<file path="src/rtl/xfer_pkg.sv">
// Shared types and widths for the DMA fetch-path transfer request generator.
// Holds the request FSM state encoding used by transfer_request_generator.
package xfer_pkg;

   localparam int ADDR_W      = 64;
   localparam int LEN_W       = 36;
   localparam int REQ_BYTES_W = 13;
   localparam int PAGE_BYTES  = 4096;
   localparam int PAGE_OFS_W  = 12;
   localparam int OUTST_W     = 8;

   typedef enum logic [2:0] {
      ST_IDLE,
      ST_CALC,
      ST_ISSUE,
      ST_UPDATE,
      ST_WAIT_DROP,
      ST_WAIT_RISE
   } xfer_req_state_t;

endpackage

</file>
<file path="src/rtl/transfer_request_generator_size.sv">
// burst_size_calc: min(remaining length, max burst, page boundary limit).
// Define BOUNDARY_4K_SPLIT_EN to keep bursts inside one 4 KiB page.
module burst_size_calc
   import xfer_pkg::*;
#(
   parameter int MAX_BURST_BYTES = 512
) (
   input  logic [ADDR_W-1:0]      address,
   input  logic [LEN_W-1:0]       length,
   output logic [REQ_BYTES_W-1:0] bytes
);

   localparam logic [LEN_W-1:0] MAX_BURST = LEN_W'(MAX_BURST_BYTES);

   logic [LEN_W-1:0] boundary;
   logic [LEN_W-1:0] len_cap;
   logic [LEN_W-1:0] burst;
   logic             unused_bits;

   always_comb begin
`ifdef BOUNDARY_4K_SPLIT_EN
      boundary = LEN_W'(PAGE_BYTES) - LEN_W'(address[PAGE_OFS_W-1:0]);
`else
      boundary = LEN_W'(PAGE_BYTES);
`endif
      len_cap = (length < MAX_BURST) ? length : MAX_BURST;
      burst   = (len_cap < boundary) ? len_cap : boundary;
   end

   // All three limits are <= 4096, so the 13-bit truncation is lossless.
   assign bytes = burst[REQ_BYTES_W-1:0];

   assign unused_bits = ^{address, burst[LEN_W-1:REQ_BYTES_W]};

endmodule

</file>
<file path="src/rtl/transfer_request_generator.sv">
// Turns incrementer transfer parameters into credit-limited read bursts.
// Page splitting is selected by BOUNDARY_4K_SPLIT_EN (see burst_size_calc).
module transfer_request_generator
   import xfer_pkg::*;
#(
   parameter int MAX_BURST_BYTES = 512,
   parameter int MAX_OUTSTANDING = 8
) (
   input  logic                   clk,
   input  logic                   rst,
   input  logic                   enable,
   input  logic [ADDR_W-1:0]      param_address,
   input  logic [LEN_W-1:0]       param_length,
   input  logic                   param_valid,
   input  logic                   param_complete,
   output logic                   param_update,
   output logic [LEN_W-1:0]       param_size,
   output logic                   req_valid,
   input  logic                   req_ready,
   output logic [ADDR_W-1:0]      req_address,
   output logic [REQ_BYTES_W-1:0] req_bytes,
   input  logic                   rsp_done,
   output logic [OUTST_W-1:0]     outstanding,
   output logic                   busy
);

   xfer_req_state_t state;
   xfer_req_state_t state_nxt;

   logic [REQ_BYTES_W-1:0] calc_bytes;
   logic                   hs;
   logic                   done_ok;
   logic                   credit;
   logic                   start;

   burst_size_calc #(
      .MAX_BURST_BYTES(MAX_BURST_BYTES)
   ) u_size (
      .address(param_address),
      .length (param_length),
      .bytes  (calc_bytes)
   );

   assign hs      = (state == ST_ISSUE) && req_ready;
   assign done_ok = rsp_done && (outstanding != '0);
   // A completion in the same cycle frees a slot early.
   assign credit  = (outstanding < OUTST_W'(MAX_OUTSTANDING)) || rsp_done;
   assign start   = enable && param_valid && !param_complete &&
                    (param_length != '0) && credit;

   always_comb begin
      state_nxt = state;
      unique case (state)
         ST_IDLE:      if (start) state_nxt = ST_CALC;
         ST_CALC:      state_nxt = ST_ISSUE;
         ST_ISSUE:     if (req_ready) state_nxt = ST_UPDATE;
         ST_UPDATE:    state_nxt = ST_WAIT_DROP;
         ST_WAIT_DROP: if (!param_valid) state_nxt = ST_WAIT_RISE;
         ST_WAIT_RISE: if (param_valid) state_nxt = ST_IDLE;
         default:      state_nxt = ST_IDLE;
      endcase
   end

   always_ff @(posedge clk) begin
      if (rst) begin
         state       <= ST_IDLE;
         req_address <= '0;
         req_bytes   <= '0;
         outstanding <= '0;
      end else begin
         state <= state_nxt;
         if (state == ST_CALC) begin
            req_address <= param_address;
            req_bytes   <= calc_bytes;
         end
         if (hs && !done_ok)
            outstanding <= outstanding + 1'b1;
         else if (!hs && done_ok)
            outstanding <= outstanding - 1'b1;
      end
   end

   assign req_valid    = (state == ST_ISSUE);
   assign param_update = (state == ST_UPDATE);
   assign param_size   = (state == ST_UPDATE) ? LEN_W'(req_bytes) : '0;
   assign busy         = (state != ST_IDLE) || (outstanding != '0);

endmodule

</file>
<file path="config.mk">
export PLATFORM = sky130hd
export DESIGN_NAME = transfer_request_generator
export DESIGN_NICKNAME = d
export VERILOG_FILES = /design/src/rtl/xfer_pkg.sv /design/src/rtl/transfer_request_generator_size.sv /design/src/rtl/transfer_request_generator.sv
export SDC_FILE = /design/constraint.sdc
export NUM_CORES = 1
export LEC_CHECK = 0
export ABC_AREA = 1
export ABC_CLOCK_PERIOD_IN_PS = 6200
export CELL_PAD_IN_SITES_DETAIL_PLACEMENT = 1
export CELL_PAD_IN_SITES_GLOBAL_PLACEMENT = 1
export CORE_ASPECT_RATIO = 1.1
export CORE_MARGIN = 4
export CORE_UTILIZATION = 28
export DETAILED_ROUTE_END_ITERATION = 16
export DONT_BUFFER_PORTS = 1
export PLACE_DENSITY_LB_ADDON = 0.15
export SYNTH_ARGS = -nofsm -noshare
export SYNTH_HDL_FRONTEND = slang
export SYNTH_SLANG_ARGS = --single-unit
</file>
<file path="constraint.sdc">
create_clock -name clk -period 6.2 [get_ports clk]
set_input_delay 1.24 -clock clk [delete_from_list [all_inputs] [get_ports clk]]
set_output_delay 1.24 -clock clk [all_outputs]
set_load 0.005 [all_outputs]
</file>
==> flow_summary.json <==
{
  "fin_tns_setup_ns": 0,
  "status": "finished clean",
  "synth_edf_count": 0,
  "synthArstFlopShare_pct": 0,
  "finalMaxSlewViolations": 0,
  "ys_ff_latch": 88,
  "syn-instance-count": 553,
  "grt.total_usage_pct": 13.82,
  "worstPathRequired_ns": 4.96,
  "synth.distinct_cells": 36,
  "vias": 3326,
  "insertion_delay_ns": 0.34,
  "yosysSeqAreaShare_pct": 43.95,
  "setup_viol_count_final": 0,
  "syn_avg_cell_area_um2": 7.249,
  "fin_crit_sh_pct": 48.02,
  "utilization_pct": 30.65,
  "clock.fmax_mhz": 335.9,
  "multi_input_area_mm2": 0.001763,
  "cts_max_path_buffers": 2,
  "initial_utilization_pct": 28.83,
  "synthTopCellsByCount": "160 x nor2_1, 88 x dfxtp_1, 65 x o21ai_0",
  "crit_type": "flop to output port",
  "max-slew-margin-rel_pct": 42.88,
  "fillers": 1770,
  "vdd_drop_max_mv": 0.1406,
  "num_antenna_cells": 0,
  "worstMarginPinSlew_ns": 0.8569,
  "maxCapViolCount": 0,
  "io_pins": 231,
  "synth_area_leader_cell": "dfxtp_1",
  "postCtsSetupBuffers": 0,
  "p_per_area_mw_per_mm2": 418.4,
  "cts_hold_buf": 0,
  "cts_tree": "done",
  "start_kind": "flop",
  "hp-class": "flop to flop",
  "ys_warn_count": 0,
  "hold_viol": 0,
  "drt-vias-per-instance": 4.550,
  "grt_max_degree": 77,
  "skew_ns": 0.006675,
  "synth_top_flop_cell": "dfxtp_1",
  "whs_ns": 0.5001,
  "die_area_mm2": 0.01630,
  "worstPathArrival_ns": 1.74,
  "io_buffers": 0,
  "fin_crit_ns": 2.977,
  "grt_antenna_before_repair": 0,
  "core_mm2": 0.01391,
  "p_leak_nw": 1.923,
  "regArea_mm2": 0.001762,
  "die_h_um": 133.5,
  "gp_congestion": 0.7536,
  "numCtsBuffers": 9,
  "post-place-cells": 715,
  "postRouteAntennaNets": 0,
  "grt_pass1_vias": 3316,
  "cts_sinks": 88,
  "final_cells": 731,
  "drt_first_iter_violations": 82,
  "dp_hpwl_mm": 8.733,
  "wirelength_mm": 11.73,
  "synth_top_area_share_pct": 43.95,
  "critical_path_peak_fanout": 14,
  "fin_nets": 653,
  "rsz0062_at_grt": "false",
  "end_kind": "output port",
  "drc": 0,
  "grt_pass1_wl_mm": 17.80,
  "path_clk_slew_ns": 0.06,
  "die_w_um": 122.1,
  "syn_area_mm2": 0.004009,
  "cts_resized": 0,
  "grt_overflow": 0,
  "wl_per_cell_um": 16.04,
  "num_rows": 45,
  "area_growth_pct": 6.336,
  "synthTopCellsByArea": "dfxtp_1 44%, nor2_1 15%, o21ai_0 8.1%",
  "drt_pass1_iterations": 4,
  "cts.htree.levels": 3,
  "drive_above_1_share_pct": 6.630,
  "clock-root-buffer": "clkbuf_16",
  "post-synth-top-count-cell": "nor2_1"
}
==> where the power goes <==
| group | leakage (nW) | switching [mW] | total, mW | internal [mW] |
|---|---|---|---|---|
| clock network | 0.139 | 0.220 | 0.502 | 0.282 |
| registers | 0.718 | 0.125 | 0.822 | 0.697 |
| logic | 1.07 | 0.305 | 0.459 | 0.154 |
| total | 1.92 | 0.651 | 1.78 | 1.13 |
==> state kept, by name, indices dropped and copies added (netlist names) <==
name,flops
outstanding,8
req_address,64
req_bytes,13
state,3
==> logic make-up after synthesis <==
group | Yosys count | synth area share, %
other cells | 1 | 0.09354
buf+inv | 106 | 14.14
simple gates | 254 | 26.06
compound gates | 91 | 11.99
flops | 88 | 43.95
fa+ha+maj | 8 | 2.684
xor+xnor | 5 | 1.092
==> worst max-delay path: stages (launching register included) <==
cell and delay, ns:
dfxtp_1 0.45, inv_1 0.07, nor3_1 0.40, inv_2 0.26, nor2_1 0.23
==> stage by stage <==
step / power [mW] / cell area, um^2 / worst slack (ns)
floorplan: 1.198 / 4091 / 3.203
global placement: 1.285 / 3988 / 3.044
detailed placement: 1.307 / 3988 / 2.975
CTS: 1.825 / 4263 / 3.123
global route: 1.931 / 4263 / 3.001
finish: 1.784 / 4263 / 3.223
==> placed cells by master (no fill, tap or decap), types with 3 or more instances in the layout <==
cell / n
nand3_1: 8
o21ai_1: 4
o21ai_0: 65
nor3_1: 8
clkinv_2: 3
inv_1: 54
ha_1: 7
nand2_1: 57
dfxtp_1: 88
clkbuf_16: 9
xor2_1: 4
conb_1: 23
a21oi_1: 15
nor2_2: 10
nor2_1: 160
==> path summary, 6_finish.rpt <==
check,start,endpoint,slack [ns],cells after the start
setup reg to reg,state[1]$_SDFFE_PP0P_,outstanding[6]$_SDFFE_PP0P_,3.32,17
setup / recovery,state[0]$_SDFFE_PP0P_,param_size[12],3.22,4
hold reg to reg,req_bytes[12]$_SDFFE_PP0P_,req_bytes[12]$_SDFFE_PP0P_,0.50,2
hold / removal,req_bytes[12]$_SDFFE_PP0P_,req_bytes[12]$_SDFFE_PP0P_,0.50,2
==> per-layer routing <==
layer  share of wire, %  vias up  global-route usage (%)
met4                1.6        0                   5.227
met5                  0        -                       0
met1                 40     1548                   16.10
met2                 49      124                   23.53
li1                   -     1642                       -
met3                9.4       12                   4.416
==> layout make-up <==
cell class / instances / share of cell area, %
well taps: 188 / 5.518
repair buffers: 2 / 0.3522
flip-flops and latches: 88 / 41.33
inverters: 56 / 4.990
clock buffers: 11 / 5.694
multi-input cells: 381 / 41.36
clock inverters: 5 / 0.7631
Power figures use the tool's default switching activity.
